<file path="src/rtl/alarm_time_keeper.sv">
// Alarm-clock time keeper: BCD HH:MM time of day, keypad entry buffer with
// inactivity timeout, and validated loads into the time and alarm registers.
module alarm_time_keeper (
    input  logic        clk,
    input  logic        rst_n,
    input  logic        one_second,
    input  logic [3:0]  key,
    input  logic        key_valid,
    input  logic        load_new_time,
    input  logic        load_new_alarm,
    output logic [15:0] current_time,
    output logic [15:0] alarm_time,
    output logic [15:0] key_buffer,
    output logic        key_entry_active,
    output logic        load_err
);

    typedef enum logic {
        IDLE      = 1'b0,
        KEY_ENTRY = 1'b1
    } state_t;

    localparam logic [5:0] SEC_LAST     = 6'd59;
    localparam logic [3:0] TIMEOUT_LAST = 4'd9;
    // Wrap value of the minute digits: [0] = minute units, [1] = minute tens.
    localparam logic [3:0] MIN_DIGIT_MAX [2] = '{4'd9, 4'd5};

    state_t      state_reg, state_next;
    logic [15:0] time_reg,  time_next;
    logic [15:0] alarm_reg, alarm_next;
    logic [15:0] kbuf_reg,  kbuf_next;
    logic [5:0]  sec_reg,   sec_next;
    logic [3:0]  tmo_reg,   tmo_next;
    logic        err_reg,   err_next;

    logic        key_accept;
    logic        any_load;
    logic        load_ok;
    logic        time_load;
    logic        alarm_load;
    logic        load_reject;
    logic        tick;
    logic        minute_wrap;
    logic [15:0] kbuf_shifted;
    logic [2:0]  min_carry;
    logic [7:0]  min_plus_one;
    logic [7:0]  hour_plus_one;
    logic [3:0]  h_tens;
    logic [3:0]  h_units;

    // Request decode. Loads check the buffer as it stands before any key this cycle.
    assign key_accept  = key_valid && (key <= 4'd9);
    assign any_load    = load_new_time || load_new_alarm;
    assign load_ok     = (kbuf_reg[15:8] <= 8'h23) && (kbuf_reg[7:4] <= 4'd5);
    assign time_load   = load_new_time && !load_new_alarm && load_ok;
    assign alarm_load  = load_new_alarm && !load_new_time && load_ok;
    assign load_reject = any_load && !(time_load || alarm_load);
    assign tick        = one_second && !time_load;
    assign minute_wrap = tick && (sec_reg == SEC_LAST);

    // Keypad shift: newest digit enters at [3:0], oldest drops off the top.
    assign kbuf_shifted[3:0] = key;
    generate
        for (genvar gi = 1; gi < 4; gi++) begin : g_kbuf_shift
            assign kbuf_shifted[gi*4 +: 4] = kbuf_reg[(gi-1)*4 +: 4];
        end
    endgenerate

    // Minute digits form a ripple-carry BCD chain; carry out feeds the hours.
    assign min_carry[0] = 1'b1;
    generate
        for (genvar gi = 0; gi < 2; gi++) begin : g_min_digit
            logic digit_wrap;
            assign digit_wrap = (time_reg[gi*4 +: 4] == MIN_DIGIT_MAX[gi]);
            assign min_plus_one[gi*4 +: 4] =
                !min_carry[gi] ? time_reg[gi*4 +: 4] :
                digit_wrap     ? 4'd0 : time_reg[gi*4 +: 4] + 4'd1;
            assign min_carry[gi+1] = min_carry[gi] && digit_wrap;
        end
    endgenerate

    assign h_tens  = time_reg[15:12];
    assign h_units = time_reg[11:8];

    always_comb begin
        hour_plus_one = {h_tens, h_units};
        if (min_carry[2]) begin
            if (h_tens == 4'd2 && h_units == 4'd3) begin
                hour_plus_one = 8'h00;
            end else if (h_units == 4'd9) begin
                hour_plus_one = {h_tens + 4'd1, 4'd0};
            end else begin
                hour_plus_one = {h_tens, h_units + 4'd1};
            end
        end
    end

    always_comb begin
        state_next = state_reg;
        time_next  = time_reg;
        alarm_next = alarm_reg;
        kbuf_next  = kbuf_reg;
        sec_next   = sec_reg;
        tmo_next   = tmo_reg;
        err_next   = 1'b0;

        // A successful time load restarts the minute and swallows a coincident tick.
        if (time_load) begin
            sec_next = 6'd0;
        end else if (tick) begin
            if (minute_wrap) begin
                sec_next  = 6'd0;
                time_next = {hour_plus_one, min_plus_one};
            end else begin
                sec_next = sec_reg + 6'd1;
            end
        end

        if (any_load) begin
            kbuf_next  = 16'h0000;
            state_next = IDLE;
            tmo_next   = 4'd0;
            err_next   = load_reject;
            if (time_load) begin
                time_next = kbuf_reg;
            end
            if (alarm_load) begin
                alarm_next = kbuf_reg;
            end
        end else if (key_accept) begin
            kbuf_next  = kbuf_shifted;
            state_next = KEY_ENTRY;
            tmo_next   = 4'd0;
        end else if (state_reg == KEY_ENTRY && one_second) begin
            if (tmo_reg == TIMEOUT_LAST) begin
                kbuf_next  = 16'h0000;
                state_next = IDLE;
                tmo_next   = 4'd0;
            end else begin
                tmo_next = tmo_reg + 4'd1;
            end
        end
    end

    always_ff @(posedge clk or negedge rst_n) begin
        if (!rst_n) begin
            state_reg <= IDLE;
            time_reg  <= 16'h0000;
            alarm_reg <= 16'h0000;
            kbuf_reg  <= 16'h0000;
            sec_reg   <= 6'd0;
            tmo_reg   <= 4'd0;
            err_reg   <= 1'b0;
        end else begin
            state_reg <= state_next;
            time_reg  <= time_next;
            alarm_reg <= alarm_next;
            kbuf_reg  <= kbuf_next;
            sec_reg   <= sec_next;
            tmo_reg   <= tmo_next;
            err_reg   <= err_next;
        end
    end

    assign current_time     = time_reg;
    assign alarm_time       = alarm_reg;
    assign key_buffer       = kbuf_reg;
    assign key_entry_active = (state_reg == KEY_ENTRY);
    assign load_err         = err_reg;

endmodule

</file>
<file path="config.mk">
export PLATFORM = sky130hd
export DESIGN_NAME = alarm_time_keeper
export DESIGN_NICKNAME = d
export VERILOG_FILES = /design/src/rtl/alarm_time_keeper.sv
export SDC_FILE = /design/constraint.sdc
export NUM_CORES = 1
export LEC_CHECK = 0
export CORE_MARGIN = 4
export CORE_UTILIZATION = 46
export DETAILED_ROUTE_END_ITERATION = 8
export PLACE_DENSITY = 0.87
export SYNTH_ARGS = -nofsm -noshare
export SYNTH_HDL_FRONTEND = slang
export SYNTH_SLANG_ARGS = --single-unit
</file>
<file path="constraint.sdc">
create_clock -name clk -period 1.61 [get_ports clk]
set_input_delay 0.4025 -clock clk [delete_from_list [all_inputs] [get_ports clk]]
set_output_delay 0.4025 -clock clk [all_outputs]
set_load 0.01 [all_outputs]
</file>
==> results of run 1 <==
## synth_stat cells (2+ instances only)
cell,n
nand3b_1,5
nor2_1,14
buf_6,4
and4_1,2
nand2_1,15
a31oi_1,5
xor2_1,3
and3b_1,2
a21oi_1,24
dfrtp_1,60
nand4b_1,2
and3_1,3
ha_1,7
o21ai_0,13
nand3_1,13
or3_1,2
o31ai_1,3
and2_1,4
nor4b_1,2
a211oi_1,2
mux2i_1,3
clkbuf_1,3
inv_1,7
nor3_1,6
a22o_1,16
nor4_1,3
mux2_2,13
buf_2,4
nand4_1,3
nor2b_1,6
## power by group through the flow
stage	sequential, µW	combinational [µW]	clock [µW]
3_3_place_gp	1640	408	0
3_5_place_dp	1650	424	0
4_1_cts	1610	446	1500
6_report	1620	489	1500
5_1_grt	1620	528	1580
2_1_floorplan	1660	185	0
## repair_timing
action                                  in CTS  in global routing
setup buffers                               13                  5
resized for setup                           55                 15
pin swaps                                    5                  5
endpoints found under the setup margin      53                 35
## per-stage QoR
stage	std cells	utilization [%]	area, µm²
3_3_place_gp	425	63.5	3830
3_5_place_dp	425	63.5	3830
2_1_floorplan	266	-	2930
4_1_cts	452	67.6	4070
5_1_grt	457	69.3	4180
6_report	457	69.3	4180
## cells by family (layout without fill, tap and decap cells)
| family | count (synthesis) | count (layout) | share of synthesized area [%] |
|---|---|---|---|
| buffers and inverters | 20 | 136 | 3.92 |
| AND/OR/NAND/NOR | 92 | 92 | 19.4 |
| adder cells (fa/ha/maj) | 7 | 7 | 3.02 |
| XOR/XNOR | 4 | 4 | 1.21 |
| flip-flops | 60 | 60 | 51.7 |
| multiplexers | 16 | 16 | 6.08 |
| AO/OA/AOI/OAI | 67 | 67 | 14.7 |
## worst paths after layout
path / startpoint / to / depth (start not counted)
min in group clk: alarm_time[14] / alarm_time[14] / 1
max reg2reg: sec_reg[1] / current_time[6] / 5
min reg2reg: alarm_time[14] / alarm_time[14] / 1
max in group asynchronous: rst_n / current_time[8] / 2
min: rst_n / tmo_reg[3] / 2
max: sec_reg[1] / current_time[6] / 5
## final cells by class
class | instances | area share (%)
flip-flops and latches | 60 | 36.1
multi-input cells | 186 | 32.9
repair buffers | 113 | 22.9
clock buffers | 9 | 2.96
well taps | 75 | 2.25
clock inverters | 7 | 2.19
inverters | 7 | 0.629
## worst max-delay path, stage by stage, from the launching register on
cell	delay [ns]
dfrtp_1	0.41
ha_4	0.18
and3_4	0.23
nand4_1	0.13
or3b_1	0.40
a31oi_1	0.19
## routing by layer
metal,wire length (µm),GRT usage [%]
met1,3380,28.6
met2,4270,37.7
met3,692,5.58
met4,218,10.5
met5,0,0
==> impl_metrics.json, run 1 <==
{
  "critPathLaunchType": "flip-flop",
  "hold_viol": 0,
  "synthArstFlopShare_pct": 100,
  "ys_top_cells_by_area": "dfrtp_1, mux2_2, a22o_1, a21oi_1, ha_1",
  "seq_area_frac_synth_pct": 51.7,
  "syn_nets": 283,
  "seq_area_um2": 1510,
  "antenna_found_initial": 0,
  "hold_buffers": 0,
  "failed_checks": "setup timing",
  "avgSynthCellArea_um2": 10.9,
  "grtUsageTotal_pct": 23.0,
  "fin_skew_ns": 0.00612,
  "setup_tns_ns": -0.0338,
  "portBuffers": 59,
  "pwr-share-seq_pct": 44.9,
  "power_density_nw_per_um2": 862,
  "status": "finished with violations",
  "cts_htree_levels": 3,
  "hold_slack_ns": 0.0602,
  "cp_data_arrival_time_ns": 1.89,
  "start_util_pct": 48.2,
  "synth_area_leader_cell": "dfrtp_1",
  "p_comb_share_pct": 13.6,
  "nFillCells": 427,
  "grt-ovfl-total": 0,
  "r2r_slack_ns": -0.03,
  "die_w_um": 87.4,
  "drtAntennaViolNets": 0,
  "pre_cts_slack_ns": -0.335,
  "max_freq_mhz": 608,
  "multi_input_area_um2": 1380,
  "fin_crit_sh_pct": 102,
  "ys_warn_count": 0,
  "relSlewSlack_pct": 78.6,
  "critPathKind": "reg -> reg",
  "worst_pin_slew_ns": 0.319,
  "peakVddDrop_mv": 0.718,
  "gp_congestion": 0.814,
  "vias": 2721,
  "finalSetupViolCount": 1,
  "end_kind": "flip-flop",
  "power.switching_uw": 941,
  "cts_tree": "yes",
  "numCtsBuffers": 9,
  "finalCriticalPeriod_ns": 1.64,
  "grt_pass1_vias": 2757,
  "crit_fanout": 4,
  "clock_sinks": 60,
  "synth_edf_count": 0,
  "die_area_um2": 7650,
  "die_h_um": 87.4,
  "clock_latency_ns": 0.34,
  "grt_pass1_wl_um": 13500,
  "required_ns": 1.86,
  "viasPerCell": 5.95,
  "setup_slack_ns": -0.0338,
  "syn2layout_area_growth_pct": 43.9,
  "synth_top_area_share_pct": 51.7,
  "synthCells": 266,
  "power_uw": 3600,
  "core_um2": 6030,
  "drcViolationCount": 0,
  "final_common_cell": "dfrtp_1",
  "rsz0062_at_grt": "yes",
  "mostFrequentLayoutCells": "dfrtp_1, buf_4, dlygate4sd2_1",
  "drive_above_1_share_pct": 29.1,
  "grt_start_max_net_pins": 61,
  "wl_per_cell_um": 18.7,
  "nNetsFinal": 394,
  "p_sw_share_pct": 26.1,
  "num_rows": 28,
  "synth_cell_types": 47,
  "maxCapViolations": 0,
  "clock_path_buffers": 2,
  "ios": 60,
  "path_clk_slew_ns": 0.07,
  "drt_iter0_drc": 260,
  "p_clk_share_pct": 41.5,
  "report.final.slew_viol_count": 0,
  "dr.pass1.iters": 5,
  "ys_seq_elements": 60,
  "hpwl_um": 5560,
  "p_int_uw": 2660,
  "n_antenna_cell": 0,
  "cts_root_buf": "clkbuf_8",
  "drt_wl_total_um": 8560,
  "hold_path_class": "in -> async",
  "synth_ff_type": "dfrtp_1",
  "p_leak_uw": 0.00211,
  "syn-cell-area_um2": 2900
}
No activity file was read; power rests on OpenSTA's default activity.
==> run 2: changes to the inputs <==
CELL_PAD_IN_SITES_DETAIL_PLACEMENT = 0   (was unset)
CELL_PAD_IN_SITES_GLOBAL_PLACEMENT = 1   (was unset)
CORE_UTILIZATION = 36   (was 46)
==> impl_metrics.json, run 2 (synthesis results as in run 1) <==
{
  "drcViolationCount": 0,
  "status": "complete, no violations",
  "maxCapViolations": 0,
  "clock_sinks": 60,
  "cts_tree": "yes",
  "antenna_found_initial": 0,
  "path_clk_slew_ns": 0.07,
  "drtAntennaViolNets": 0,
  "rsz0062_at_grt": "yes",
  "grtUsageMet3_pct": 4.29,
  "vias": 2574,
  "r2r_start": "current_time[2]",
  "clock_latency_ns": 0.34,
  "end_kind": "flip-flop",
  "cp_data_arrival_time_ns": 1.85,
  "power_density_nw_per_um2": 852,
  "dr.pass1.iters": 4,
  "core_um2": 7770,
  "fin_crit_sh_pct": 99.3,
  "cts_root_buf": "clkbuf_8",
  "grtUsageTotal_pct": 17.0,
  "drt_iter0_drc": 116,
  "syn2layout_area_growth_pct": 47.3,
  "final_common_cell": "dfrtp_1",
  "ios": 60,
  "hold_path_class": "in -> async",
  "fin_skew_ns": 0.00665,
  "grt_pass1_wl_um": 13100,
  "finalCriticalPeriod_ns": 1.60,
  "hpwl_um": 5370,
  "start_util_pct": 37.4,
  "nNetsFinal": 396,
  "crit_fanout": 5,
  "critPathLaunchType": "flip-flop",
  "die_area_um2": 9560,
  "multi_input_area_um2": 1380,
  "max_freq_mhz": 625,
  "grt-ovfl-total": 0,
  "wl_per_cell_um": 16.5,
  "clock_path_buffers": 2,
  "numCtsBuffers": 9,
  "required_ns": 1.86,
  "grt_pass1_vias": 2574,
  "drive_above_1_share_pct": 28.9,
  "relSlewSlack_pct": 73.7,
  "grt-busiest-layer": "met2",
  "critPathKind": "reg -> reg",
  "report.final.slew_viol_count": 0,
  "finalSetupViolCount": 0,
  "r2r_slack_ns": 0.01,
  "grtUsageMet1_pct": 22.2,
  "r2r-end": "current_time[11]",
  "die_h_um": 97.8,
  "cts_htree_levels": 3,
  "n_antenna_cell": 0,
  "num_rows": 32,
  "portBuffers": 59,
  "worst_pin_slew_ns": 0.393,
  "drt_wl_total_um": 8010,
  "setup_tns_ns": 0,
  "mostFrequentLayoutCells": "dfrtp_1, buf_4, dlygate4sd2_1",
  "grt_start_max_net_pins": 51,
  "p_leak_uw": 0.00213,
  "die_w_um": 97.8,
  "worstRegToRegCells": 5,
  "viasPerCell": 5.30,
  "seq_area_um2": 1510,
  "peakVddDrop_mv": 0.567,
  "hold_viol": 0,
  "power_uw": 3640,
  "gp_congestion": 0.798,
  "nFillCells": 703,
  "globalRouteMet2Util_pct": 26.9
}
-- run 2: how the worst max path moves through the flow --
stage	from	to	slack, ns	depth (start not counted)
floorplan	sec_reg[0]	current_time[6]	-0.03	7
finish	current_time[2]	current_time[11]	0.01	5
global placement	load_new_time	current_time[1]	-0.26	6
detailed placement	load_new_time	current_time[1]	-0.28	6
global route	sec_reg[0]	current_time[6]	-0.08	5
CTS	current_time[2]	current_time[15]	-0.006	5
-- run 2: repair_timing --
action,in CTS,in global routing
buffers inserted,8,4
gates cloned,0,0
hold buffers,1,0
setup endpoints to repair,50,24
hold endpoints to repair,10,0
gates resized for setup,54,22
pin swaps,0,6
-- run 2: cell type report --
type / count / share of cell area [%]
repair buffers: 115 / 23.5
clock inverters: 6 / 2.05
flip-flops and latches: 60 / 35.2
well taps: 102 / 2.99
multi-input cells: 186 / 32.4
inverters: 7 / 0.615
clock buffers: 10 / 3.22
-- run 2: per-stage QoR --
stage,utilization (%),instances,setup WS (ns),area (µm²),hold slack (ns)
final,55.0,486,0.0112,4280,0.478
after global routing,55.0,486,-0.0847,4280,0.509
after CTS,53.5,482,-0.00608,4160,0.480
after detailed placement,50.4,457,-0.281,3910,0.299
after global placement,50.4,457,-0.256,3910,0.299
after floorplan,-,266,-0.0251,2930,0.107
-- run 2: power by group --
group	switching, µW	total (µW)	internal, µW
Combinational	252	487	235
Clock	645	1560	910
Sequential	41.9	1600	1560
Total	939	3640	2710
-- run 2: routing by layer --
layer,routed length (µm),part of all wire [%],vias to the layer above
met5,0,0,-
met4,143,1.8,0
met2,3920,49,69
met3,498,6.2,11
li1,-,-,1209
met1,3460,43,1285
-- run 2: worst max-delay path: stages (launching register included) --
cell	delay, ns
dfrtp_1	0.39
buf_6	0.13
nor3b_4	0.27
nand4_4	0.17
or3_1	0.38
a31oi_1	0.17
==> run 3: changes to the inputs <==
SLEW_MARGIN = 20   (was unset)
==> results of run 3 <==
No change in the layout: final DEF, timing and power equal those of run 2.
